### src/rtl/hazard_pkg.sv
// Shared types for the RV32I hazard controller: forwarding selects, result sources, FSM states.
package hazard_pkg;

  typedef enum logic [1:0] {
    FWD_RF   = 2'b00,
    FWD_WB   = 2'b01,
    FWD_ALUM = 2'b10,
    FWD_PC4M = 2'b11
  } fwd_sel_e;

  typedef enum logic [1:0] {
    RES_ALU  = 2'b00,
    RES_LOAD = 2'b01,
    RES_PC4  = 2'b10,
    RES_RSVD = 2'b11
  } result_src_e;

  typedef logic [1:0] hz_state_e;

  localparam hz_state_e HZ_RUN      = 2'd0;
  localparam hz_state_e HZ_MEM_WAIT = 2'd1;
  localparam hz_state_e HZ_MEM_ERR  = 2'd2;

  // Wait counter width; with the timeout disabled it only needs to saturate.
  function automatic int unsigned wait_cnt_width(input int unsigned timeout);
    if (timeout == 0) begin
      return 8;
    end
    return $clog2(timeout + 1);
  endfunction

endpackage

### src/rtl/fwd_sel.sv
// Forwarding select for one EX source operand; a MEM-stage producer beats a WB-stage one.
module fwd_sel
  import hazard_pkg::*;
(
  input  logic [4:0] rs,
  input  logic [4:0] rd_m,
  input  logic       reg_write_m,
  input  logic [1:0] result_src_m,
  input  logic [4:0] rd_w,
  input  logic       reg_write_w,
  output fwd_sel_e   sel
);

  always_comb begin
    sel = FWD_RF;
    if (rs != 5'd0) begin
      if (reg_write_m && (rd_m == rs)) begin
        // A jal/jalr in MEM has no ALU result worth forwarding, only its link value.
        sel = (result_src_m == RES_PC4) ? FWD_PC4M : FWD_ALUM;
      end else if (reg_write_w && (rd_w == rs)) begin
        sel = FWD_WB;
      end
    end
  end

endmodule

### src/rtl/hazard_unit.sv
// Hazard controller for the 5-stage RV32I core: forwarding, load-use stalls, redirects, memory wait.
// Define HAZARD_PERF_CNT_EN to add the stall/flush/wait performance counter outputs.
module hazard_unit
  import hazard_pkg::*;
#(
  parameter int unsigned TIMEOUT_CYC = 255,
  parameter int unsigned CNT_W       = 32
) (
  input  logic             clk,
  input  logic             rst_n,
  input  logic [4:0]       Rs1D,
  input  logic [4:0]       Rs2D,
  input  logic [4:0]       Rs1E,
  input  logic [4:0]       Rs2E,
  input  logic [4:0]       RdE,
  input  logic [1:0]       ResultSrcE,
  input  logic [4:0]       RdM,
  input  logic [4:0]       RdW,
  input  logic             RegWriteM,
  input  logic             RegWriteW,
  input  logic [1:0]       ResultSrcM,
  input  logic             PCSrcE,
  input  logic             MemReqM,
  input  logic             dmem_ready,
  output logic [1:0]       ForwardAE,
  output logic [1:0]       ForwardBE,
  output logic             StallF,
  output logic             StallD,
  output logic             StallE,
  output logic             StallM,
  output logic             FlushD,
  output logic             FlushE,
  output logic             FlushW,
  output logic             mem_err
`ifdef HAZARD_PERF_CNT_EN
  ,
  output logic [CNT_W-1:0] stall_cnt,
  output logic [CNT_W-1:0] flush_cnt,
  output logic [CNT_W-1:0] wait_cnt
`endif
);

  localparam int unsigned WaitW = wait_cnt_width(TIMEOUT_CYC);
  localparam logic [WaitW-1:0] TimeoutVal = WaitW'(TIMEOUT_CYC);

  hz_state_e        state_q, state_d;
  logic [WaitW-1:0] wait_q, wait_d, wait_inc;
  logic             freeze, err_cycle;
  logic             run_ok, load_use, redirect, stall_lu;
  fwd_sel_e         fwd_a, fwd_b;

  fwd_sel u_fwd_a (
    .rs          (Rs1E),
    .rd_m        (RdM),
    .reg_write_m (RegWriteM),
    .result_src_m(ResultSrcM),
    .rd_w        (RdW),
    .reg_write_w (RegWriteW),
    .sel         (fwd_a)
  );

  fwd_sel u_fwd_b (
    .rs          (Rs2E),
    .rd_m        (RdM),
    .reg_write_m (RegWriteM),
    .result_src_m(ResultSrcM),
    .rd_w        (RdW),
    .reg_write_w (RegWriteW),
    .sel         (fwd_b)
  );

  assign wait_inc = (wait_q == '1) ? wait_q : wait_q + 1'b1;

  always_comb begin
    state_d   = state_q;
    wait_d    = wait_q;
    freeze    = 1'b0;
    err_cycle = 1'b0;
    case (state_q)
      HZ_RUN: begin
        if (MemReqM && !dmem_ready) begin
          freeze  = 1'b1;
          wait_d  = wait_inc;
          state_d = HZ_MEM_WAIT;
        end
      end
      HZ_MEM_WAIT: begin
        if (dmem_ready) begin
          wait_d  = '0;
          state_d = HZ_RUN;
        end else begin
          freeze = 1'b1;
          wait_d = wait_inc;
          if ((TIMEOUT_CYC != 0) && (wait_inc >= TimeoutVal)) begin
            wait_d  = '0;
            state_d = HZ_MEM_ERR;
          end
        end
      end
      HZ_MEM_ERR: begin
        err_cycle = 1'b1;
        wait_d    = '0;
        state_d   = HZ_RUN;
      end
      default: begin
        wait_d  = '0;
        state_d = HZ_RUN;
      end
    endcase
  end

  always_ff @(posedge clk or negedge rst_n) begin
    if (!rst_n) begin
      state_q <= HZ_RUN;
      wait_q  <= '0;
    end else begin
      state_q <= state_d;
      wait_q  <= wait_d;
    end
  end

  // Redirect and load-use only act in a normal RUN cycle; a branch held in EX
  // during a wait is picked up on the first RUN cycle after it.
  assign run_ok   = (state_q == HZ_RUN) && !freeze;
  assign load_use = (ResultSrcE == RES_LOAD) && (RdE != 5'd0) &&
                    ((Rs1D == RdE) || (Rs2D == RdE));
  assign redirect = run_ok && PCSrcE;
  assign stall_lu = run_ok && load_use && !redirect;

  // Gating with rst_n keeps every output quiet while reset is held, whatever the inputs do.
  assign ForwardAE = rst_n ? fwd_a : FWD_RF;
  assign ForwardBE = rst_n ? fwd_b : FWD_RF;
  assign StallF    = rst_n && (freeze || stall_lu);
  assign StallD    = rst_n && (freeze || stall_lu);
  assign StallE    = rst_n && freeze;
  assign StallM    = rst_n && freeze;
  assign FlushD    = rst_n && redirect;
  assign FlushE    = rst_n && (redirect || stall_lu);
  assign FlushW    = rst_n && (freeze || err_cycle);
  assign mem_err   = rst_n && err_cycle;

`ifdef HAZARD_PERF_CNT_EN
  always_ff @(posedge clk or negedge rst_n) begin
    if (!rst_n) begin
      stall_cnt <= '0;
      flush_cnt <= '0;
      wait_cnt  <= '0;
    end else begin
      if (stall_lu) begin
        stall_cnt <= stall_cnt + CNT_W'(1);
      end
      if (redirect) begin
        flush_cnt <= flush_cnt + CNT_W'(1);
      end
      if (state_q == HZ_MEM_WAIT) begin
        wait_cnt <= wait_cnt + CNT_W'(1);
      end
    end
  end
`else
  logic unused_cnt_w;
  assign unused_cnt_w = ^CNT_W;
`endif

endmodule
### config.mk
export PLATFORM = sky130hd
export DESIGN_NAME = hazard_unit
export DESIGN_NICKNAME = d
export VERILOG_FILES = /design/src/rtl/hazard_pkg.sv /design/src/rtl/fwd_sel.sv /design/src/rtl/hazard_unit.sv
export SDC_FILE = /design/constraint.sdc
export NUM_CORES = 1
export LEC_CHECK = 0
export CAP_MARGIN = 25
export CORE_MARGIN = 3
export CORE_UTILIZATION = 38
export DETAILED_ROUTE_END_ITERATION = 8
export HOLD_SLACK_MARGIN = 0.12
export PLACE_DENSITY = 0.87
export SLEW_MARGIN = 10
export SYNTH_ARGS = -nofsm -noshare
export SYNTH_HDL_FRONTEND = slang
export SYNTH_HIERARCHICAL = 1
export SYNTH_SLANG_ARGS = --single-unit
### constraint.sdc
create_clock -name clk -period 2 [get_ports clk]
set_clock_uncertainty 0.05 [all_clocks]
set_input_delay 0.2 -clock clk [delete_from_list [all_inputs] [get_ports clk]]
set_output_delay 0.2 -clock clk [all_outputs]
set_load 0.02 [all_outputs]
---- Yosys cells after proc, flatten, opt, wreduce, memory -nomap -nowiden ----
Cells that the tools add are included.
word-level totals
  register bits ........................... 10
  bits of input ports ..................... 46
  output and inout bits ................... 12
  logic and storage cells ................. 68
operators by class
  $add $sub $neg .......................... 1
  order comparisons ....................... 1
  eq/ne operators ......................... 13
  mux-type cells .......................... 22
  reduce and logical (&&, ||, !) cells .... 29
operator list
  cell                                                 number
  2-to-1 mux 8 bit                                     4
  equality test 5 bit                                  6
  2-to-1 mux 2 bit                                     9
  logical AND 1 bit                                    17
  one-hot mux 8 bit (2 select lines)                   1
  nonzero test 5 bit                                   3
  adder 8 x 1 -> 8 bit, second input constant          1
  equality test 8 bit, second input constant           1
  >= comparator 8 bit, second input constant           1
  2-to-1 mux 1 bit                                     6
  equality test 2 x 1 -> 1 bit, second input constant  2
  equality test 2 bit, second input constant           2
  logical OR 1 bit                                     4
  one-hot mux 2 bit (2 select lines)                   1
  logical NOT 1 bit                                    3
  != test 3 bit, second input constant                 1
  logical NOT 2 bit                                    1
  != test 2 bit, second input constant                 1
  one-hot mux 1 bit (2 select lines)                   1
  AND reduction 2 bit                                  1

---- Logic depth before layout (Yosys ltp) ----
  depth in word-level cells ............... 11
  gate-level depth with buffers ........... 7
  mapped depth without buffers ............ 6

---- Cells and area by module ----
Netlist, hierarchy kept.
by module, submodules not included
  module       times used  cells each  area each (um2)  sequential area each (um2)
  hazard_unit  1           116         967.2            250.2
  fwd_sel      2           22          157.7            0.0

---- Worst setup path before layout ----
OpenSTA, ideal clock, no wires.
  kind .................................... reg-to-output
  start ................................... reg state_q[1]
  end ..................................... out StallF
  data arrival time ....................... 2.114 ns
  required time ........................... 1.750 ns
  setup slack ............................. -0.364 ns
  stages on the path, launching flop included .. 8
  buffers on the path ..................... 2
  cells stage by stage .................... dfrtp_1 -> or2_2 -> buf_2 -> a21oi_2 -> nand4b_1 -> a211o_1 -> o21ai_0 -> buf_4
between the ends
  longest elaborated chain between the ends .. 9
  elaborated cells between the ends (all ways) .. 11
  classes of those cells .................. eq/ne: 1; mux: 1; reduce/logical: 9
ends and longest elaborated chain
  item                                                                      RTL line                               text
  start, declared                                                           hazard_unit.sv:46                      hz_state_e state_q, state_d;
  start signal, assigned                                                    hazard_unit.sv:117                     state_q <= state_d;
  equality test 2 x 1 -> 1 bit / logical NOT 2 bit (equally long branches)  hazard_unit.sv:79, hazard_unit.sv:124
  one-hot mux 1 bit (2 select lines)                                        hazard_unit.sv:79                      case (state_q)
  logical NOT 1 bit                                                         hazard_unit.sv:124                     assign run_ok = (state_q == HZ_RUN) && !freeze;
  logical AND 1 bit                                                         hazard_unit.sv:124
  logical AND 1 bit                                                         hazard_unit.sv:127                     assign redirect = run_ok && PCSrcE;
  logical NOT 1 bit                                                         hazard_unit.sv:128                     assign stall_lu = run_ok && load_use && !redirect;
  logical AND 1 bit                                                         hazard_unit.sv:128
  logical OR 1 bit *                                                        n/a
  logical AND 1 bit *                                                       n/a
  end, declared                                                             hazard_unit.sv:27                      output logic StallF,
Mark *: on every way between the ends. The rest lies on a longest branch, timed or not.

---- Worst setup path after layout ----
  start ................................... in Rs1D[3]
  end ..................................... out StallF
between the ends
  longest elaborated chain between the ends .. 7
ends and longest elaborated chain
  item                            RTL line            text
  start, declared                 hazard_unit.sv:11   input logic [4:0] Rs1D,
  equality test 5 bit             hazard_unit.sv:126  ((Rs1D == RdE) || (Rs2D == RdE));
  logical OR 1 bit                hazard_unit.sv:126
  logical AND 1 bit               hazard_unit.sv:125  assign load_use = (ResultSrcE == RES_LOAD) && (RdE != 5'd0) &&
  logical AND 1 bit (2 in a row)  hazard_unit.sv:128
  logical OR 1 bit                hazard_unit.sv:133  assign StallF = rst_n && (freeze || stall_lu);
  logical AND 1 bit               hazard_unit.sv:133
No other way between the ends.

==> impl_metrics.ini <==
[synth]
synthCells = 160
ys_ff_latch = 10
async_flop_share_pct = 100.0
syn_area_sq_um = 1282
yosys_warnings = 6
synth_top_area_share_pct = 19.51
synth_top_area_cell = dfrtp_1
ys_seq_area_share_pct = 19.51
syn_area_per_cell_sq_um = 8.016
synth_cell_types = 43
synth_edf_count = 0
synth_area_leaders = dfrtp_1 (20%), xnor2_1 (11%), xor2_1 (10%)
yosys_most_used_dff = dfrtp_1
syn_nets = 207

[cts]
cts-root-buf = clkbuf_4
path_clk_slew_ps = 60
cts.sinks = 10
clockBufferDepth = 2
clock_latency_ps = 270
numCtsBuffers = 3
cts.htree.levels = 1
cts_tree = yes

[sta]
fmax_mhz = 485.9
min_period_over_period_pct = 102.9
slew_viol_final = 0
setup_viol = 1
worst_pin_slew_ps = 559.2
slew_headroom_pct = 62.64
hold_violations = 0
rsz0062_at_grt = true
setup_slack_ps = -57.83
finalCriticalPeriod_ps = 2058

[critical_path]
cp_max_fo = 2
arrival_ps = 1810
crit_path_end_kind = primary output
crit_family = buffers and inverters
critPathSlowestCell = clkdlybuf4s50_1
r2r_end = wait_q[4]$_DFFE_PN0P_
cpMostUsedCell = buf_6
crit_start = Rs1D[3]
crit_chain = clkdlybuf4s50_1 -> xor2_1 -> nor3_1 -> nand3_1 -> a211o_1 -> o21ai_4 -> buf_6 -> buf_6
setup.worst_path.end = StallF
criticalPathCategory = in2out
ff2ff_path_depth = 5
crit_buf_inv = 3
worstPathRequired_ps = 1750
cp-start-kind = input pin
r2r-start = wait_q[3]$_DFFE_PN0P_
ff2ff_setup_slack_ps = 90
worst-path-stages = 8
max_stage_delay_ps = 410

[flow_run]
maxCapViolations = 0

[global_route]
grt_pass1_wl_mm = 7.010
grt_max_degree = 12
antenna_found_initial = 0
grt_pass1_vias = 1529
track_usage_pct = 21.38
grt_remaining_overflow = 0

[routing]
drt_iter0_drc = 50
ant_nets = 0
avgRoutedWirePerCell_um = 16.01
drt_wl_total_mm = 4.515
drc = 0
num_vias = 1542
dr.pass1.iters = 4
post_drt_via_cell_ratio = 5.468

[placement]
place_congestion = 0.8888
dp_hpwl_mm = 3.542
dpl.cell_count = 276
io_buffer_count = 57
place_area_sq_um = 2044

[cells_and_area]
nets = 287
drive_gt1_share_pct = 23.53
area_growth_pct = 64.78
fill_cells = 268
antennaDiodeCount = 0
final_cell_count_no_fill = 282
multi_input_area_sq_um = 1041
final_area_sq_um = 2113
seq_area_sq_um = 250.2

[min_path]
hold_path_class = in2async

[floorplan]
rows = 20
core-area_sq_um = 3128
dieWidth_um = 64.10
io_pins = 58
dieArea_sq_um = 4108
fp.dieH_um = 64.10
initial_utilization_pct = 41.00

[power]
p_per_area_nw_per_um2 = 560.1
ir_drop_mv = 0.4185
p_leak_nw = 1.022

[run_status]
status = finished with violations
violations = setup timing
[where the power goes]
group	internal (mW)	total, mW	switching [mW]
Clock	0.0697	0.140	0.0702
Combinational	0.380	0.745	0.364
Sequential	0.248	0.299	0.0517
Total	0.697	1.18	0.486
[Yosys cell counts (3+ instances only)]
cell type / n
inv_1: 4
nor2_1: 10
xnor2_1: 16
nor3_1: 5
mux2i_1: 3
o21ai_0: 4
and3_1: 3
nand3_1: 9
a31oi_1: 3
nand4_1: 4
dfrtp_1: 10
buf_2: 4
a21o_1: 4
xor2_1: 15
a21oi_1: 10
or4_1: 3
and2_1: 8
nand2_1: 13
[per-layer routing]
layer,GRT usage [%],up-vias,part of all wire [%]
met2,37.55,57,50
met1,25.57,727,41
met3,3.163,14,5.8
met5,0,-,0
met4,9.499,0,2.9
li1,-,744,-
[logic make-up after synthesis]
kind of cell | share of synthesized area, %
and+or+nand+nor | 31.61
muxes | 3.220
buffers and inverters | 4.292
AOI/OAI and AO/OA | 19.22
xor gates and xnor gates | 21.17
DFF | 19.51
adders and majority gates | 0.9755
[state kept, by name, indices dropped and copies added (netlist names)]
signal,count
wait_q,8
state_q,2
[worst min-delay path by stage]
stage | slack, ps | cells after the start | from | endpoint
floorplan | -150 | 0 | rst_n | state_q[0]$_DFFE_PN0P_
global placement | 510 | 2 | rst_n | state_q[1]$_DFFE_PN0P_
detailed placement | 510 | 2 | rst_n | state_q[1]$_DFFE_PN0P_
CTS | 220 | 2 | rst_n | state_q[1]$_DFFE_PN0P_
global route | 270 | 2 | rst_n | state_q[0]$_DFFE_PN0P_
finish | 230 | 2 | rst_n | state_q[1]$_DFFE_PN0P_
[cells in the final DEF (no fill, tap or decap), types with 6 or more instances in the layout]
cell type / count
a21oi_1: 10
and2_1: 8
buf_4: 26
clkdlybuf4s50_1: 21
dfrtp_1: 10
dlygate4sd2_1: 21
dlymetal6s2s_1: 6
nand2_1: 11
nand3_1: 9
nor2_1: 8
xnor2_1: 16
xor2_1: 13
[through the flow]
step                utilization, %  hold WS [ps]  total power [mW]  TNS (ps)  setup slack (ps)
finish                       67.56         233.3             1.184    -57.83            -57.83
floorplan                        -        -145.6            0.6957         0             2.458
global placement             65.36         508.1             1.002     -3612            -527.9
detailed placement           65.36         513.3             1.015     -3825            -558.7
global route                 67.56         268.7             1.272    -283.0            -142.7
CTS                          65.28         224.8             1.146    -55.87            -37.95
[layout make-up]
class                      instances  area share [%]
multi-input combinational        139           49.26
tap                               44           2.605
inverter                           4          0.7105
clock buffer                       3           1.066
sequential                        10           11.84
timing repair buffer              82           34.52
[what timing repair did]
action                                  CTS  global route
hold buffers                              0             0
hold endpoints to repair                  0             0
pin swaps                                12             8
setup buffers                             2             1
resized for setup                        55            27
endpoints found under the setup margin   11            19
Note: power is estimated with default switching activity, not from simulation.
